`src/rtl/seq_detector_prog.sv`:
```
// seq_detector_prog: run-time programmable serial bit-pattern detector.
// Flags each occurrence of a configured marker on a qualified 1-bit stream.
//
// Ports:
//   clk         rising-edge clock
//   rst         synchronous active-high reset
//   x           serial data bit
//   x_valid     qualifies x; unqualified bits are ignored
//   cfg_load    strobe: latch cfg_* on this edge (if cfg_len is legal)
//   cfg_pattern pattern, bit [len-1] received first, bit [0] last
//   cfg_len     pattern length, legal range 1..MAX_LEN
//   cfg_overlap 1 = overlapping detection
//   cfg_mealy   1 = Mealy output, 0 = Moore (one cycle later)
//   cnt_clr     synchronous clear of match_cnt
//   z           match pulse
//   match_cnt   saturating match counter
//   cfg_err     one-cycle pulse after a rejected cfg_load
module seq_detector_prog #(
    parameter int                 MAX_LEN     = 8,
    parameter int                 LEN_W       = $clog2(MAX_LEN + 1),
    parameter int                 CNT_W       = 8,
    parameter logic [MAX_LEN-1:0] DEF_PATTERN = MAX_LEN'(8'b0010_1111),
    parameter logic [LEN_W-1:0]   DEF_LEN     = LEN_W'(6),
    parameter logic               DEF_OVERLAP = 1'b0,
    parameter logic               DEF_MEALY   = 1'b1
) (
    input  logic               clk,
    input  logic               rst,
    input  logic               x,
    input  logic               x_valid,
    input  logic               cfg_load,
    input  logic [MAX_LEN-1:0] cfg_pattern,
    input  logic [LEN_W-1:0]   cfg_len,
    input  logic               cfg_overlap,
    input  logic               cfg_mealy,
    input  logic               cnt_clr,
    output logic               z,
    output logic [CNT_W-1:0]   match_cnt,
    output logic               cfg_err
);

    localparam logic [LEN_W-1:0] LEN_MAX = LEN_W'(MAX_LEN);
    localparam logic [LEN_W:0]   ONE_X   = (LEN_W + 1)'(1);
    localparam logic [CNT_W-1:0] CNT_MAX = '1;

    // active configuration
    logic [MAX_LEN-1:0] pat;
    logic [LEN_W-1:0]   len;
    logic               ovl;
    logic               mealy;

    // stream state
    logic [MAX_LEN-2:0] hist;
    logic [LEN_W-1:0]   fill;
    logic               z_q;

    // combinational helpers
    logic               len_ok;
    logic               load_ok;
    logic               load_bad;
    logic               take;
    logic [MAX_LEN-1:0] window;
    logic [MAX_LEN-1:0] mask;
    logic [LEN_W:0]     fill_p1;
    logic               full;
    logic               hit;
    logic               match;
    logic [LEN_W-1:0]   fill_nxt;

    // ---------------------------------------------------------------
    // Config strobe qualification
    // ---------------------------------------------------------------
    always_comb begin
        len_ok   = (cfg_len != '0) && (cfg_len <= LEN_MAX);
        load_ok  = cfg_load && len_ok;
        load_bad = cfg_load && !len_ok;
    end

    // An accepted reload flushes the history, so a bit arriving in
    // the same cycle is dropped rather than judged against either
    // the old or the new pattern.
    assign take = x_valid && !load_ok;

    // ---------------------------------------------------------------
    // Window compare
    // ---------------------------------------------------------------
    // The whole history plus the new bit forms a MAX_LEN window;
    // only the low len bits take part in the compare.
    assign window = {hist, x};

    always_comb begin
        mask = '0;
        for (int i = 0; i < MAX_LEN; i++) begin
            mask[i] = (i < int'(len));
        end
    end

    // fill counts bits already in hist; a match needs len-1 of them
    always_comb begin
        fill_p1 = {1'b0, fill} + ONE_X;
        full    = (fill_p1 >= {1'b0, len});
        hit     = full && ((window & mask) == (pat & mask));
        match   = take && hit;
    end

    // Non-overlap mode restarts the fill so the next match needs
    // len fresh bits; otherwise saturate at MAX_LEN.
    always_comb begin
        fill_nxt = fill;
        if (match && !ovl) begin
            fill_nxt = '0;
        end else if (fill != LEN_MAX) begin
            fill_nxt = fill + LEN_W'(1);
        end
    end

    // ---------------------------------------------------------------
    // Configuration register
    // ---------------------------------------------------------------
    always_ff @(posedge clk) begin
        if (rst) begin
            pat   <= DEF_PATTERN;
            len   <= DEF_LEN;
            ovl   <= DEF_OVERLAP;
            mealy <= DEF_MEALY;
        end else if (load_ok) begin
            pat   <= cfg_pattern;
            len   <= cfg_len;
            ovl   <= cfg_overlap;
            mealy <= cfg_mealy;
        end
    end

    // ---------------------------------------------------------------
    // History and fill
    // ---------------------------------------------------------------
    always_ff @(posedge clk) begin
        if (rst) begin
            hist <= '0;
            fill <= '0;
        end else if (load_ok) begin
            hist <= '0;
            fill <= '0;
        end else if (take) begin
            hist <= window[MAX_LEN-2:0];
            fill <= fill_nxt;
        end
    end

    // ---------------------------------------------------------------
    // Moore output register and config error pulse
    // ---------------------------------------------------------------
    always_ff @(posedge clk) begin
        if (rst) begin
            z_q     <= 1'b0;
            cfg_err <= 1'b0;
        end else begin
            z_q     <= match;
            cfg_err <= load_bad;
        end
    end

    // ---------------------------------------------------------------
    // Saturating match counter; clear wins over increment
    // ---------------------------------------------------------------
    always_ff @(posedge clk) begin
        if (rst) begin
            match_cnt <= '0;
        end else if (cnt_clr) begin
            match_cnt <= '0;
        end else if (match && (match_cnt != CNT_MAX)) begin
            match_cnt <= match_cnt + CNT_W'(1);
        end
    end

    // ---------------------------------------------------------------
    // Output select; held low while reset is asserted
    // ---------------------------------------------------------------
    always_comb begin
        z = 1'b0;
        if (!rst) begin
            z = mealy ? match : z_q;
        end
    end

endmodule
```
`config.mk`:
```
export PLATFORM = sky130hd
export DESIGN_NAME = seq_detector_prog
export DESIGN_NICKNAME = d
export VERILOG_FILES = /design/src/rtl/seq_detector_prog.sv
export SDC_FILE = /design/constraint.sdc
export NUM_CORES = 1
export LEC_CHECK = 0
export CAP_MARGIN = 20
export CORE_MARGIN = 2
export CORE_UTILIZATION = 56
export CTS_CLUSTER_DIAMETER = 50
export DETAILED_ROUTE_END_ITERATION = 12
export MAX_ROUTING_LAYER = met4
export PLACE_DENSITY_LB_ADDON = 0.05
export SLEW_MARGIN = 20
export SYNTH_ARGS = -nofsm -noshare
export SYNTH_HDL_FRONTEND = slang
export SYNTH_SLANG_ARGS = --single-unit
```
`constraint.sdc`:
```
create_clock -name clk -period 6.4 [get_ports clk]
set_input_delay 0.64 -clock clk [delete_from_list [all_inputs] [get_ports clk]]
set_output_delay 0.64 -clock clk [all_outputs]
set_load 0.005 [all_outputs]
```
==> flow_summary.ini <==
[synth]
syn_area_mm2 = 0.00177
yosysSeqAreaShare = 0.395
syn_nets = 232
synth_seq_cells = 35
yosys_warnings = 0
syn_inst = 205
ys_types = 42
syn_avg_cell_area_um2 = 8.65

[global_routing]
grt-ovfl-total = 0
antenna_found_initial = 0
grt_pass1_wl_um = 6200
grt_pass1_vias = 1476
grt_max_degree = 21
grt_usage = 0.237

[pwr]
p_leak_nw = 0.856
ir_drop_uv = 177
power_density_mw_per_mm2 = 193

[min_path]
holdCritPathClass = reg2reg

[placement]
dp_hpwl_um = 2670
postPlaceCellArea_mm2 = 0.00206
place.gp.congestion = 0.836
port_buffers = 29
dp.cells = 267

[cts]
h-tree-depth = 2
clock_path_buffers = 2
postCtsHoldBufs = 0
insertion_delay_ns = 0.34
cts_resized = 0
cts_tree = done
cts_buffers = 5
cts_root_buffer = clkbuf_4
cts_sinks = 35
postCtsSetupRepairBufs = 0
clkTransAtPathRegs_ns = 0.10

[critical_path]
end_kind = primary output
worst_setup_path_start_kind = input pin
cp_max_fo = 15
required_ns = 5.76
crit_type = in2out
critical_path_arrival_ns = 3.25

[timing]
skew_ns = 0.00825
period_needed_ns = 3.89
tns_ns = 0
final-setup-viol-count = 0
min_period_over_period = 0.609
holdWs_ns = 0.460
slew_viol_final = 0
worst_pin_slew_ns = 0.636
fmax_mhz = 257
hold_viol_final = 0
rsz0062_at_grt = no
slew-limit-headroom = 0.574

[final_layout]
finalNonFillerCells = 275
drive_gt1_frac = 0.0433
final_cell_mix = 35 x dfxtp_1, 29 x clkdlybuf4s50_1, 28 x nand2_1
fillers = 257
layout_commonest_cell = dfxtp_1
seqCellArea_um2 = 701
n_antenna_cell = 0
nNetsFinal = 257
multi_input_area_um2 = 990
utilization = 0.698
fin_area_mm2 = 0.00211
syn_to_final_growth_pct = 19.1

[job]
drv_cap = 0

[floorplanning]
io_pins = 30
start_util = 0.586
die-area_mm2 = 0.00363
core_mm2 = 0.00303
die_h_um = 60.3
die_x_um = 60.3
std_cell_rows = 20

[detailed_routing]
wl_per_cell_um = 13.2
viasPerCell = 5.65
first_pass_iters = 4
via_count = 1555
drcViolationCount = 0
drtAntennaViolNets = 0
initialDrtViolationCount = 94
routed_wl_um = 3640

[outcome]
status = complete, no violations
## through the flow
step	total power [mW]	setup slack, ns
2_1_floorplan	0.274	3.87
3_3_place_gp	0.294	2.59
3_5_place_dp	0.297	2.50
4_1_cts	0.410	2.49
5_1_grt	0.430	2.31
6_report	0.407	2.51
## cells in the mapped netlist (all sizes together)
| cell | number | area [um^2] |
|---|---|---|
| dfxtp | 35 | 701 |
| nand2 | 28 | 105 |
| nor2 | 16 | 60.1 |
| a21oi | 14 | 70.1 |
| mux2i | 10 | 113 |
| clkbuf | 8 | 30.0 |
| nand3 | 8 | 40.0 |
| ha | 7 | 87.6 |
| inv | 7 | 26.3 |
| nand3b | 7 | 65.1 |
| xnor2 | 7 | 61.3 |
| o21ai | 6 | 30.0 |
| nor3 | 5 | 30.0 |
| xor2 | 5 | 43.8 |
| o31ai | 4 | 30.0 |
| a211o | 3 | 26.3 |
| and3 | 3 | 18.8 |
| buf | 3 | 26.3 |
| nand2b | 3 | 18.8 |
| or3 | 3 | 18.8 |
| or4 | 3 | 22.5 |
| a31oi | 2 | 12.5 |
| and2 | 2 | 12.5 |
| nand4 | 2 | 12.5 |
| nor3b | 2 | 15.0 |
| a211oi | 1 | 7.51 |
| a21o | 1 | 7.51 |
| a222oi | 1 | 10.0 |
| a22oi | 1 | 7.51 |
| a31o | 1 | 8.76 |
| and3b | 1 | 10.0 |
| nor2b | 1 | 6.26 |
| o211ai | 1 | 7.51 |
| o22ai | 1 | 6.26 |
| o311a | 1 | 10.0 |
| o32ai | 1 | 8.76 |
| or2 | 1 | 6.26 |
## layer usage
layer,global-route usage,vias to the layer above,share of wire,wire length [um]
met4,0.133,0,0.022,79
li1,-,769,-,-
met3,0.0563,9,0.040,145
met5,-,-,0,0
met2,0.379,39,0.50,1840
met1,0.271,738,0.43,1580
## path summary, 6_finish.rpt
path / to / slack [ns] / depth (start not counted) / start
setup / recovery: z / 2.51 / 8 / cfg_len[1]
hold / removal: ovl$_SDFFE_PP0P_ / 0.46 / 2 / ovl$_SDFFE_PP0P_
setup reg to reg: match_cnt[3]$_SDFFE_PP0P_ / 3.94 / 8 / fill[0]$_SDFFE_PP0P_
hold reg to reg: ovl$_SDFFE_PP0P_ / 0.46 / 2 / ovl$_SDFFE_PP0P_
## final cells by class
type | count | share of cell area
clock buffer | 7 | 0.0213
clock inverter | 1 | 0.00237
inverter | 7 | 0.0124
multi-input combinational | 152 | 0.469
sequential | 35 | 0.332
tap | 44 | 0.0261
timing repair buffer | 29 | 0.137
## cells by family after synthesis
logic type	Yosys count	synth area share
adder cells (fa/ha/maj)	7	0.0494
flip-flops	35	0.395
AND/OR/NAND/NOR	85	0.249
buffers and inverters	18	0.0466
XOR/XNOR	12	0.0593
AO/OA/AOI/OAI	38	0.137
multiplexers	10	0.0635
## where the power goes
| group | leakage [nW] | internal (mW) | switching (mW) |
|---|---|---|---|
| combinational | 0.542 | 0.0299 | 0.0289 |
| clock | 0.0293 | 0.0428 | 0.0723 |
| sequential | 0.285 | 0.226 | 0.00731 |
| total | 0.856 | 0.298 | 0.109 |
## state kept, by name, indices dropped and copies added, names as in the netlist
name	cells
cfg_err	1
match_cnt	8
pat	8
mealy	1
len	4
ovl	1
hist	7
fill	4
z_q	1
## worst max-delay path, cell delays in order
cell and delay, ns:
clkdlybuf4s50_1 0.44, nor3_2 0.43, mux2i_4 0.55, nand4_1 0.17
and3b_2 0.33, mux2i_1 0.09, nor2_1 0.08, clkdlybuf4s50_1 0.51
(Power assumes the default switching activity.)
